<file path="config.mk">
export PLATFORM = sky130hd
export DESIGN_NAME = uart_tx
export DESIGN_NICKNAME = d
export VERILOG_FILES = /design/src/rtl/uart_pkg.sv /design/src/rtl/uart_bit_timer.sv /design/src/rtl/uart_tx.sv
export SDC_FILE = /design/constraint.sdc
export NUM_CORES = 1
export LEC_CHECK = 0
export CAP_MARGIN = 10
export CORE_AREA = 5 5 83 85
export DETAILED_ROUTE_END_ITERATION = 10
export DIE_AREA = 0 0 88 90
export GPL_ROUTABILITY_DRIVEN = 0
export PLACE_DENSITY = 0.71
export SKIP_CTS_REPAIR_TIMING = 1
export SLEW_MARGIN = 5
export SYNTH_ARGS = -nofsm -noshare
export SYNTH_HDL_FRONTEND = slang
export SYNTH_SLANG_ARGS = --single-unit
</file>
<file path="constraint.sdc">
create_clock -name clk -period 2 [get_ports clk]
set_input_delay 0.5 -clock clk [delete_from_list [all_inputs] [get_ports clk]]
set_output_delay 0.5 -clock clk [all_outputs]
set_load 0.02 [all_outputs]
</file>
<file path="src/rtl/uart_pkg.sv">
// uart_pkg: definitions shared by the UART transmitter and receiver.
//   - uart_state_t      : frame state encoding. ST_PARITY exists only when
//                         UART_TX_PARITY_EN is defined.
//   - PRESCALE_SHIFT    : bit period is prescale << PRESCALE_SHIFT clocks.
//   - BIT_TIMER_WIDTH   : width of the per-bit down-counter (16 + 3).
//   - bit_cnt_width()   : width needed to count data bits of one frame.
//   - even_parity()     : XOR of a (zero-extended) data word.
package uart_pkg;

`ifdef UART_TX_PARITY_EN
    typedef enum logic [2:0] {
        ST_IDLE   = 3'd0,
        ST_START  = 3'd1,
        ST_DATA   = 3'd2,
        ST_PARITY = 3'd3,
        ST_STOP   = 3'd4
    } uart_state_t;
`else
    typedef enum logic [2:0] {
        ST_IDLE   = 3'd0,
        ST_START  = 3'd1,
        ST_DATA   = 3'd2,
        ST_STOP   = 3'd4
    } uart_state_t;
`endif

    localparam int PRESCALE_SHIFT  = 3;
    localparam int BIT_TIMER_WIDTH = 19;

    // Bits needed to hold DATA_WIDTH-1 (the first value of the down-counting bit index).
    function automatic int bit_cnt_width(input int data_width);
        if (data_width <= 1) begin
            return 1;
        end else begin
            return $clog2(data_width);
        end
    endfunction

    // Even parity of up to 9 data bits; unused upper bits must be zero.
    function automatic logic even_parity(input logic [8:0] data);
        return ^data;
    endfunction

endpackage

</file>
<file path="src/rtl/uart_bit_timer.sv">
// uart_bit_timer: per-bit period generator for the UART transmitter.
//   start    in  1  : load a new bit period from prescale (also latches it)
//   prescale in 16  : effective prescale P (already clamped to >= 1)
//   tick     out 1  : high in the final clock of every bit period
//   pre_tick out 1  : high one clock before tick
// The period P*8 is captured on start, so prescale may change afterwards
// without disturbing the frame in flight. The counter reloads itself at
// every tick, giving back-to-back bit periods.
module uart_bit_timer
    import uart_pkg::*;
(
    input  logic        clk,
    input  logic        rst,
    input  logic        start,
    input  logic [15:0] prescale,
    output logic        tick,
    output logic        pre_tick
);

    logic [BIT_TIMER_WIDTH-1:0] reload;
    logic [BIT_TIMER_WIDTH-1:0] count;
    logic [BIT_TIMER_WIDTH-1:0] period_m1;

    assign period_m1 = (BIT_TIMER_WIDTH'(prescale) << PRESCALE_SHIFT) - BIT_TIMER_WIDTH'(1);
    assign tick      = (count == {BIT_TIMER_WIDTH{1'b0}});
    assign pre_tick  = (count == BIT_TIMER_WIDTH'(1));

    // Period latch and down-counter with automatic reload.
    always_ff @(posedge clk or posedge rst) begin
        if (rst) begin
            reload <= {BIT_TIMER_WIDTH{1'b0}};
            count  <= {BIT_TIMER_WIDTH{1'b0}};
        end else if (start) begin
            reload <= period_m1;
            count  <= period_m1;
        end else if (tick) begin
            count  <= reload;
        end else begin
            count  <= count - BIT_TIMER_WIDTH'(1);
        end
    end

endmodule

</file>
<file path="src/rtl/uart_tx.sv">
// uart_tx: AXI4-Stream to serial UART transmitter.
//   DATA_WIDTH    param   : data bits per frame (5..9)
//   clk, rst      in      : clock, asynchronous active-high reset
//   s_axis_tdata  in  DW  : word to send
//   s_axis_tvalid in  1   : tdata valid
//   s_axis_tready out 1   : word accepted this cycle when tvalid is high
//   txd           out 1   : serial line, idle high
//   busy          out 1   : frame in progress
//   prescale      in  16  : bit period is max(prescale,1)*8 clocks
// Frame: start(0), data LSB first, optional even parity, stop(1).
// Define UART_TX_PARITY_EN to insert the even-parity bit.
// All outputs are registers computed from the next-state logic. tready is
// raised in the last stop cycle so a waiting word starts without idle gap.
module uart_tx
    import uart_pkg::*;
#(
    parameter int DATA_WIDTH = 8
) (
    input  logic                  clk,
    input  logic                  rst,
    input  logic [DATA_WIDTH-1:0] s_axis_tdata,
    input  logic                  s_axis_tvalid,
    output logic                  s_axis_tready,
    output logic                  txd,
    output logic                  busy,
    input  logic [15:0]           prescale
);

    localparam int BCW = bit_cnt_width(DATA_WIDTH);

    uart_state_t           state, state_next;
    logic [DATA_WIDTH-1:0] shreg, shreg_next;
    logic [BCW-1:0]        bitcnt, bitcnt_next;
    logic                  txd_next, busy_next, tready_next;
    logic                  accept, timer_start, tick, pre_tick;
    logic [15:0]           p_eff;
`ifdef UART_TX_PARITY_EN
    logic                  par, par_next;
`endif

    assign accept = s_axis_tvalid && s_axis_tready;
    assign p_eff  = (prescale == 16'd0) ? 16'd1 : prescale;

    uart_bit_timer u_timer (
        .clk      (clk),
        .rst      (rst),
        .start    (timer_start),
        .prescale (p_eff),
        .tick     (tick),
        .pre_tick (pre_tick)
    );

    // Next-state, shift-register and registered-output logic.
    always_comb begin
        state_next  = state;
        shreg_next  = shreg;
        bitcnt_next = bitcnt;
        txd_next    = txd;
        busy_next   = busy;
        tready_next = 1'b0;
        timer_start = 1'b0;
`ifdef UART_TX_PARITY_EN
        par_next    = par;
`endif
        // Acceptance only happens in IDLE or in the last stop cycle.
        if (accept) begin
            shreg_next  = s_axis_tdata;
            bitcnt_next = BCW'(DATA_WIDTH - 1);
            timer_start = 1'b1;
`ifdef UART_TX_PARITY_EN
            par_next    = even_parity(9'(s_axis_tdata));
`endif
        end else begin
            timer_start = 1'b0;
        end

        case (state)
            ST_IDLE: begin
                if (accept) begin
                    state_next  = ST_START;
                    txd_next    = 1'b0;
                    busy_next   = 1'b1;
                    tready_next = 1'b0;
                end else begin
                    txd_next    = 1'b1;
                    busy_next   = 1'b0;
                    tready_next = 1'b1;
                end
            end
            ST_START: begin
                if (tick) begin
                    state_next = ST_DATA;
                    txd_next   = shreg[0];
                end else begin
                    txd_next   = 1'b0;
                end
            end
            ST_DATA: begin
                // shreg[0] always holds the bit currently on the line.
                if (tick) begin
                    if (bitcnt == {BCW{1'b0}}) begin
`ifdef UART_TX_PARITY_EN
                        state_next = ST_PARITY;
                        txd_next   = par;
`else
                        state_next = ST_STOP;
                        txd_next   = 1'b1;
`endif
                    end else begin
                        shreg_next  = shreg >> 1;
                        bitcnt_next = bitcnt - BCW'(1);
                        txd_next    = shreg[1];
                    end
                end else begin
                    txd_next = shreg[0];
                end
            end
`ifdef UART_TX_PARITY_EN
            ST_PARITY: begin
                if (tick) begin
                    state_next = ST_STOP;
                    txd_next   = 1'b1;
                end else begin
                    txd_next   = par;
                end
            end
`endif
            ST_STOP: begin
                if (tick) begin
                    if (accept) begin
                        state_next  = ST_START;
                        txd_next    = 1'b0;
                        busy_next   = 1'b1;
                        tready_next = 1'b0;
                    end else begin
                        state_next  = ST_IDLE;
                        txd_next    = 1'b1;
                        busy_next   = 1'b0;
                        tready_next = 1'b1;
                    end
                end else begin
                    // Open the input for exactly the final stop cycle.
                    txd_next    = 1'b1;
                    tready_next = pre_tick;
                end
            end
            default: begin
                state_next  = ST_IDLE;
                txd_next    = 1'b1;
                busy_next   = 1'b0;
                tready_next = 1'b0;
            end
        endcase
    end

    // FSM state register.
    always_ff @(posedge clk or posedge rst) begin
        if (rst) begin
            state <= ST_IDLE;
        end else begin
            state <= state_next;
        end
    end

    // Datapath registers and registered outputs.
    always_ff @(posedge clk or posedge rst) begin
        if (rst) begin
            shreg         <= {DATA_WIDTH{1'b0}};
            bitcnt        <= {BCW{1'b0}};
            txd           <= 1'b1;
            busy          <= 1'b0;
            s_axis_tready <= 1'b0;
`ifdef UART_TX_PARITY_EN
            par           <= 1'b0;
`endif
        end else begin
            shreg         <= shreg_next;
            bitcnt        <= bitcnt_next;
            txd           <= txd_next;
            busy          <= busy_next;
            s_axis_tready <= tready_next;
`ifdef UART_TX_PARITY_EN
            par           <= par_next;
`endif
        end
    end

endmodule

</file>
# After elaboration in Yosys (flattened, before gate mapping)
# Cells that the tools add are included.
[totals]
reg_bits = 55
inputBits = 27
output_inout_bits = 3
elab_cells = 58
[op_classes]
add_sub_neg = 3
eq_ne = 9
muxes = 29
bitwise_logic = 1
n_reduce_logical = 8
[op_table]
columns = ["operator", "n"]
rows = [
  ["19-bit 2-to-1 mux", 2],
  ["19-bit by 1-bit subtractor with 19-bit output (second input constant)", 2],
  ["8-bit 2-to-1 mux", 4],
  ["3-bit 2-to-1 mux", 9],
  ["19-bit by 1-bit equality test with 1-bit output (second input constant)", 1],
  ["19-bit logical NOT", 1],
  ["16-bit logical NOT", 1],
  ["16-bit 2-to-1 mux", 1],
  ["3-bit one-hot mux with 4 select lines", 1],
  ["2-bit != test (second input constant)", 5],
  ["1-bit 2-to-1 mux", 9],
  ["3-bit logical NOT", 2],
  ["5-bit AND reduction", 1],
  ["1-bit one-hot mux with 4 select lines", 1],
  ["3-bit by 1-bit equality test with 1-bit output (second input constant)", 1],
  ["3-bit by 2-bit equality test with 1-bit output (second input constant)", 1],
  ["3-bit equality test (second input constant)", 1],
  ["1-bit one-hot mux with 3 select lines", 1],
  ["3-bit by 1-bit subtractor with 3-bit output (second input constant)", 1],
  ["1-bit one-hot mux with 2 select lines", 1],
  ["2-bit AND reduction", 1],
  ["2-bit OR reduction", 1],
  ["1-bit logical AND", 1],
  ["1-bit NOT", 1],
]

# Longest topological paths before layout
# Gate-level depths: netlist of run 1.
[logic_depth]
depth_word = 5
mapped_depth = 9
mapped_depth_nobuf = 9

# Hierarchy
# A second synthesis of run 1 with hierarchy kept.
[unflattened]
cells_unflattened = 338
hier_area_um2 = 3193.1
[modules_own_cells]
columns = ["module", "n_inst", "cells_each", "area_per_inst_um2", "seq_area_each_um2"]
rows = [
  ["uart_bit_timer", 1, 231, 2105.8, 900.9],
  ["uart_tx", 1, 107, 1087.3, 426.7],
]

# Worst setup path after synthesis of run 1
# Ideal clock, no wire load.
[synth_path]
kind = "input to register"
startpoint = "input port prescale[0]"
endpoint = "register u_timer.count[13]"
setup_ns = 0.136
arrival_time_ns = 2.398
required_time_ns = 1.864
path_slack_ns = -0.534
cell_stages = 9
n_path_buf = 0
path_cell_list = "or4_1 -> nor3_1 -> a31oi_1 -> ha_1 -> nor3b_1 -> nand2b_4 -> nor3_1 -> xnor2_1 -> o22ai_1"
[synth_via]
elab_chain_cells = 4
[synth_rtl]
columns = ["item", "line", "rtl"]
rows = [
  ["start: declaration", "uart_tx.sv:26", "input logic [15:0] prescale"],
  ["16-bit logical NOT", "uart_tx.sv:42", "assign p_eff = (prescale == 16'd0) ? 16'd1 : prescale;"],
  ["16-bit 2-to-1 mux *", "uart_tx.sv:42", ""],
  ["19-bit by 1-bit subtractor with 19-bit output *", "uart_bit_timer.sv:24", "assign period_m1 = (BIT_TIMER_WIDTH'(prescale) << PRESCALE_SHIFT) - BIT_TIMER_WIDTH'(1);"],
  ["19-bit 2-to-1 mux *", "uart_bit_timer.sv:33", "end else if (start) begin"],
  ["end signal: assignment", "uart_bit_timer.sv:32", "count <= {BIT_TIMER_WIDTH{1'b0}};"],
  ["end signal: assignment", "uart_bit_timer.sv:35", "count <= period_m1;"],
  ["end signal: assignment", "uart_bit_timer.sv:37", "count <= reload;"],
  ["end: declaration", "uart_bit_timer.sv:21", "logic [BIT_TIMER_WIDTH-1:0] count;"],
]
# Every way passes the cells marked *; elsewhere a longest branch is shown, timed or not.
# A chain may end at the register's enable or synchronous reset.

# Final worst setup path of run 1
[layout_path]
startpoint = "input port prescale[9]"
endpoint = "register u_timer.count[9]"
[layout_via]
elab_chain_cells = 4
[layout_rtl]
columns = ["item", "line"]
rows = [
  ["16-bit logical NOT", "uart_tx.sv:42"],
  ["16-bit 2-to-1 mux", "uart_tx.sv:42"],
  ["19-bit by 1-bit subtractor with 19-bit output", "uart_bit_timer.sv:24"],
  ["19-bit 2-to-1 mux", "uart_bit_timer.sv:33"],
]
# Every way passes these cells.

==> results.sh, run 1 <==
export IMPL_clock_path_buffers=2
export IMPL_core_um2=6130
export IMPL_finalHoldViolations=0
export IMPL_final_max_slew_viol_count=0
export IMPL_ys_ff_latch=53
export IMPL_io_pins=30
export IMPL_vias=2706
export IMPL_final_cell_mix="buf_4, dfrtp_1, nor2_1"
export IMPL_floorplan_initialDensity_pct=49.5
export IMPL_syn_num_nets=360
export IMPL_min_delay_start="bitcnt[0]"
export IMPL_grt_first_pass_wirelength_um=12100
export IMPL_avgViaCountPerCell=5.60
export IMPL_path_cells="buf_6 -> or4_4 -> nor3_4 -> a31oi_4 -> ha_2 -> nor3b_4 -> nor3b_4 -> xnor2_1 -> o22ai_1"
export IMPL_fin_crit_sh_pct=108
export IMPL_clock_power_share_pct=14.9
export IMPL_numCtsBuffers=5
export IMPL_wl_met2_um=3870
export IMPL_synth_top_flop_cell="dfrtp_1"
export IMPL_post_route_util_pct=67.6
export IMPL_violations="setup timing"
export IMPL_final_cell_area_um2=4140
export IMPL_crit_type="input pin to register"
export IMPL_maxCapViolCount=0
export IMPL_holdPathStages=1
export IMPL_place_port_buffers=29
export IMPL_fin_crit_ps=2160
export IMPL_met3_wirelength_um=243
export IMPL_r2r_end="u_timer.count[3]"
export IMPL_cts_sinks=53
export IMPL_post_route_worst_setup_slack_ps=-165
export IMPL_yosysUniqueCellTypes=53
export IMPL_p_leak_nw=1.89
export IMPL_ir_worst_vdd_mv=0.472
export IMPL_instances_no_fill=483
export IMPL_min_path_type="register to register"
export IMPL_dp_slack_ps=-817
export IMPL_drc=0
export IMPL_max_freq_ghz=0.462
export IMPL_dr_pass1_iters=4
export IMPL_die_width_um=88
export IMPL_pwr_share_comb_pct=38.8
export IMPL_synthArstFlopShare_pct=100
export IMPL_ys_warn_count=0
export IMPL_rows=29
export IMPL_dp_hpwl_um=5390
export IMPL_htree_levels=2
export IMPL_synth_edff_count=0
export IMPL_drive_gt1_share_pct=28.3
export IMPL_netlist_instances=327
export IMPL_highest_layer="met4"
export IMPL_met1_length_um=3240
export IMPL_drtAntennaViolNets=0
export IMPL_clock_latency_ps=310
export IMPL_cpMostUsedCell="nor3b_4"
export IMPL_hold_ws_ps=468
export IMPL_worst_slew_pin_slew_ps=409
export IMPL_cp_slowest_cell="or4_4"
export IMPL_grtUsageTotal_pct=18.8
export IMPL_skew_ps=10.9
export IMPL_hold_end="bitcnt[0]"
export IMPL_grt_start_max_net_pins=54
export IMPL_seqPwrFrac_pct=46.3
export IMPL_crit_fanout=3
export IMPL_layout_commonest_cell="buf_4"
export IMPL_antenna_found_initial=0
export IMPL_p_sw_mw=1.53
export IMPL_dp_cells=467
export IMPL_clock_root_buffer="clkbuf_8"
export IMPL_power_density_nw_per_um2=993
export IMPL_fill_cells=472
export IMPL_worstPathRequired_ps=2190
export IMPL_area_delta_synth_final_pct=36.5
export IMPL_die_y_um=90
export IMPL_cpPeakStageDelay_ps=550
export IMPL_cts_tree="done"
export IMPL_rsz0062_at_grt="yes"
export IMPL_cp_start_kind="input pin"
export IMPL_r2r_start="u_timer.count[12]"
export IMPL_setup_violations_final=17
export IMPL_grt_pass1_vias=2635
export IMPL_clk_pin_slew_ps=100
export IMPL_finalPower_mw=4.11
export IMPL_endpoint_kind="register"
export IMPL_drt_iter0_drc=97
export IMPL_overflow=0
export IMPL_nNetsFinal=438
export IMPL_worst_ep_arrival_time_ps=2350
export IMPL_dieArea_um2=7920
export IMPL_sw_frac_of_total_pct=37.2
export IMPL_status="finished with violations"
export IMPL_maxSlewHeadroom_pct=72.4
export IMPL_drt_wl_total_um=7510
export IMPL_ys_seq_area_share_pct=43.7
export IMPL_r2r_slack_ps=70
export IMPL_syn_avg_cell_area_um2=9.28
export IMPL_antenna_cells=0
export IMPL_tns_ps=-1760
export IMPL_dpl_cell_area_um2=3790
export IMPL_p_int_mw=2.58
export IMPL_reg2reg_depth=7
export IMPL_wl_per_cell_um=15.5
export IMPL_netlist_area_um2=3040
[worst max path at each step]
stage	startpoint	end	slack [ps]	depth (start not counted)
6_report	prescale[9]	u_timer.count[9]	-160	9
3_3_place_gp	prescale[12]	u_timer.count[17]	-710	10
3_5_place_dp	prescale[12]	u_timer.count[17]	-820	10
5_1_grt	prescale[9]	u_timer.count[15]	-240	10
4_1_cts	prescale[12]	u_timer.count[17]	-480	10
2_1_floorplan	prescale[3]	u_timer.count[13]	-290	9
[synthesized netlist by cell type, types with 2 or more instances]
cell | count | area, um2
nor3b_1 | 4 | 30.0
dfrtp_1 | 52 | 1300
buf_2 | 2 | 10.0
nor2_1 | 36 | 135
o211ai_1 | 2 | 15.0
and3_1 | 3 | 18.8
nand2b_1 | 2 | 12.5
or4_4 | 3 | 33.8
xnor2_1 | 14 | 123
xor2_1 | 11 | 96.3
a211o_1 | 2 | 17.5
nand2_1 | 30 | 113
or4_1 | 2 | 15.0
o21ai_0 | 23 | 115
o31ai_1 | 2 | 15.0
nor4b_1 | 2 | 17.5
nand4b_1 | 2 | 17.5
nor3_1 | 14 | 70.1
nor4_1 | 9 | 56.3
or3_1 | 2 | 12.5
a31oi_1 | 3 | 18.8
inv_1 | 11 | 41.3
o32ai_1 | 2 | 17.5
o22ai_1 | 6 | 37.5
a21oi_1 | 18 | 90.1
nand3_1 | 5 | 25.0
mux2i_1 | 16 | 160
ha_1 | 6 | 75.1
nand4_1 | 6 | 37.5
o31a_1 | 3 | 26.3
clkbuf_1 | 12 | 45.0
[critical path: cells and delay by family]
kind | cells | cell delay [ps]
AO/OA/AOI/OAI | 2 | 240
XOR/XNOR | 1 | 220
adder cells (fa/ha/maj) | 1 | 200
buffers and inverters | 1 | 90
AND/OR/NAND/NOR | 4 | 1100
[power by group through the flow]
stage / registers (mW) / clock network [mW] / logic [mW]
floorplan: 1.84 / 0 / 0.981
global placement: 1.88 / 0 / 1.44
detailed placement: 1.90 / 0 / 1.50
CTS: 1.88 / 0.628 / 1.51
global route: 1.96 / 0.670 / 1.78
finish: 1.90 / 0.615 / 1.60
[state kept, by name (all words and copies together), names as in the netlist]
| signal | flops |
|---|---|
| s_axis_tready | 1 |
| bitcnt | 3 |
| u_timer.reload | 17 |
| u_timer.count | 19 |
| txd | 1 |
| busy | 1 |
| state | 3 |
| shreg | 8 |
[cell families after synthesis]
logic type | synth area share, %
buffers and inverters | 4.33
AO/OA/AOI/OAI | 13.6
flip-flops | 43.7
AND/OR/NAND/NOR | 23.3
XOR/XNOR | 7.21
adder cells (fa/ha/maj) | 2.47
multiplexers | 5.28
[per-layer routing]
| metal | GRT usage (%) | vias up |
|---|---|---|
| met3 | 3.02 | 12 |
| li1 | - | 1316 |
| met5 | 0 | - |
| met1 | 24.9 | 1326 |
| met4 | 4.22 | 0 |
| met2 | 31.8 | 52 |
[area by class of cell]
type                       instances  area (um2)  share of cell area (%)
clock inverter                     3        21.3                   0.513
tap                               77        96.3                    2.32
timing repair buffer              88         783                    18.9
sequential                        53        1330                    32.1
multi-input combinational        246        1800                    43.5
clock buffer                       5        68.8                    1.66
inverter                          11        41.3                   0.996
(Power assumes the default switching activity.)
==> run 2, diff against run 1 <==
ABC_AREA = 1   (was default)
CORE_AREA = 5 5 84 86   (was 5 5 83 85)
DIE_AREA = 0 0 89 91   (was 0 0 88 90)
==> run 2 against run 1 <==
The flow now finishes without violations. Combinational power up 22%. Worst hold slack better by 5.5 ps. Wire length down 1.9%. Sequential cell count unchanged. Utilization down 2.7 points. Critical endpoint is now txd. Highest routed layer unchanged.
==> results.sh, run 2 <==
export IMPL_yosysUniqueCellTypes=33
export IMPL_maxCapViolCount=0
export IMPL_cpPeakStageDelay_ps=590
export IMPL_setup_violations_final=0
export IMPL_io_pins=30
export IMPL_dp_hpwl_um=5620
export IMPL_largest_reg_flops=19
export IMPL_synth_edff_count=0
export IMPL_cp_top_family="buffers and inverters"
export IMPL_max_freq_ghz=0.520
export IMPL_endpoint_kind="output pin"
export IMPL_die_y_um=91
export IMPL_grt_first_pass_wirelength_um=12500
export IMPL_rsz0062_at_grt="no"
export IMPL_fin_crit_ps=1920
export IMPL_holdPathStages=1
export IMPL_worstPathRequired_ps=1500
export IMPL_crit_buf_inv=1
export IMPL_ir_worst_vdd_mv=0.739
export IMPL_instances_no_fill=575
export IMPL_fin_crit_sh_pct=96.1
export IMPL_clock_latency_ps=310
export IMPL_r2r_end="u_timer.count[9]"
export IMPL_cts_sinks=53
export IMPL_rows=29
export IMPL_min_path_type="register to register"
export IMPL_drt_iter0_drc=150
export IMPL_reg_top3="u_timer.count (19), u_timer.reload (17), shreg (8)"
export IMPL_ys_seq_area_share_pct=42.1
export IMPL_clock_path_buffers=2
export IMPL_vias=2980
export IMPL_core_um2=6200
export IMPL_synth_largest_area_cell="dfrtp_1"
export IMPL_cp_slowest_cell="clkdlybuf4s50_1"
export IMPL_reg2reg_depth=9
export IMPL_antenna_cells=0
export IMPL_ys_warn_count=0
export IMPL_r2r_slack_ps=250
export IMPL_finalHoldViolations=0
export IMPL_post_route_util_pct=64.8
export IMPL_area_delta_synth_final_pct=27.5
export IMPL_hold_ws_ps=474
export IMPL_synth_top_flop_cell="dfrtp_1"
export IMPL_grt_pass1_vias=2751
export IMPL_antenna_found_initial=0
export IMPL_post_route_worst_setup_slack_ps=77.7
export IMPL_dr_pass1_iters=4
export IMPL_drt_wl_total_um=7370
export IMPL_drtAntennaViolNets=0
export IMPL_status="finished, final reports clean"
export IMPL_grtUsageTotal_pct=19.2
export IMPL_min_delay_start="u_timer.reload[2]"
export IMPL_htree_levels=2
export IMPL_ys_ff_latch=53
export IMPL_crit_fanout=1
export IMPL_power_density_nw_per_um2=1110
export IMPL_final_max_slew_viol_count=0
export IMPL_p_leak_nw=2.07
export IMPL_place_port_buffers=29
export IMPL_regMostFlops="u_timer.count"
export IMPL_final_cell_mix="nand2_1, dfrtp_1, nor2_1"
export IMPL_worst_slew_pin_slew_ps=380
export IMPL_syn_num_nets=466
export IMPL_clk_pin_slew_ps=100
export IMPL_synth_most_common_cell="nand2_1"
export IMPL_avgViaCountPerCell=5.18
export IMPL_drive_gt1_share_pct=16.7
export IMPL_wl_per_cell_um=12.8
export IMPL_cp_start_kind="register"
export IMPL_path_cells="clkdlybuf4s50_1"
export IMPL_yosysTopAreaCellShare_pct=41.3
export IMPL_cts_tree="done"
export IMPL_netlist_area_um2=3150
export IMPL_maxSlewHeadroom_pct=74.4
export IMPL_numCtsBuffers=5
export IMPL_grt_start_max_net_pins=54
export IMPL_dp_slack_ps=-430
export IMPL_finalPower_mw=4.45
export IMPL_worst_ep_arrival_time_ps=1420
export IMPL_synthArstFlopShare_pct=100
export IMPL_clock_root_buffer="clkbuf_8"
export IMPL_dp_cells=566
export IMPL_floorplan_initialDensity_pct=50.8
export IMPL_dieArea_um2=8100
export IMPL_crit_type="register to output pin"
export IMPL_skew_ps=13.2
export IMPL_syn_avg_cell_area_um2=7.28
export IMPL_overflow=0
export IMPL_layout_commonest_cell="nand2_1"
export IMPL_nNetsFinal=530
export IMPL_yosys_top_cells_count="nand2_1, dfrtp_1, nor2_1, inv_1, o21ai_0"
export IMPL_r2r_start="u_timer.count[10]"
export IMPL_netlist_instances=433
export IMPL_synthTopCellsByArea="dfrtp_1, nand2_1, o21ai_0"
export IMPL_drc=0
export IMPL_hold_end="u_timer.reload[2]"
export IMPL_die_width_um=89
==> run 2: cell count changes in the layout (fill, tap and decap cells not counted), sizes merged, moves of 7 or more <==
cell,before,now
o21ai,23,49
a21oi,18,7
inv,12,46
nor3,14,7
buf,60,38
nor2,36,55
nand2,30,135
mux2i,16,0
nand3,6,33
nor4,10,0
==> run 2: kinds of logic (layout without fill, tap and decap cells) <==
logic type / count (synthesis) / count (layout) / share of synthesized area [%]
AOI/OAI and AO/OA: 60 / 60 / 10.6
and+or+nand+nor: 243 / 243 / 33.5
xor gates and xnor gates: 16 / 16 / 4.44
adders and majority gates: 6 / 6 / 2.38
buffers and inverters: 55 / 120 / 6.98
DFF: 53 / 53 / 42.1
==> run 2: power by group <==
part | internal (mW) | switching, mW | leakage (nW) | total, mW
sequential | 1.55 | 0.338 | 0.635 | 1.89
combinational | 0.806 | 1.14 | 1.39 | 1.95
clock | 0.249 | 0.359 | 0.0445 | 0.608
total | 2.61 | 1.84 | 2.07 | 4.45
==> run 2: through the flow <==
step           TNS (ps)  cell area, um2
3_3_place_gp      -5860            3820
5_1_grt               0            4020
4_1_cts            -712            3910
3_5_place_dp      -6740            3820
6_report              0            4020
2_1_floorplan         0            3150
==> run 2: layout make-up <==
cell class | count | area, um2
well taps | 77 | 96.3
clock inverters | 3 | 21.3
inverters | 45 | 169
clock buffers | 5 | 68.8
repair buffers | 67 | 666
multi-input cells | 325 | 1670
flip-flops and latches | 53 | 1330
fillers | 533 | 2180
==> run 2: worst max path at each step <==
stage                             from                  to  slack [ps]  depth (start not counted)
after global placement     prescale[9]  u_timer.reload[17]        -370                         14
after detailed placement  prescale[11]  u_timer.reload[17]        -430                         14
final                              txd                 txd          80                          1
after CTS                 prescale[11]  u_timer.reload[17]        -110                         14
after floorplan            prescale[9]  u_timer.reload[17]          80                         13
after global routing               txd                 txd          30                          1
==> run 2: layer usage <==
metal | global-route usage [%] | up-vias | share of wire [%]
li1 | - | 1511 | -
met1 | 27.4 | 1370 | 45
met2 | 30.6 | 87 | 47
met3 | 2.35 | 12 | 5.4
met4 | 5.83 | 0 | 2.2
met5 | 0 | - | 0
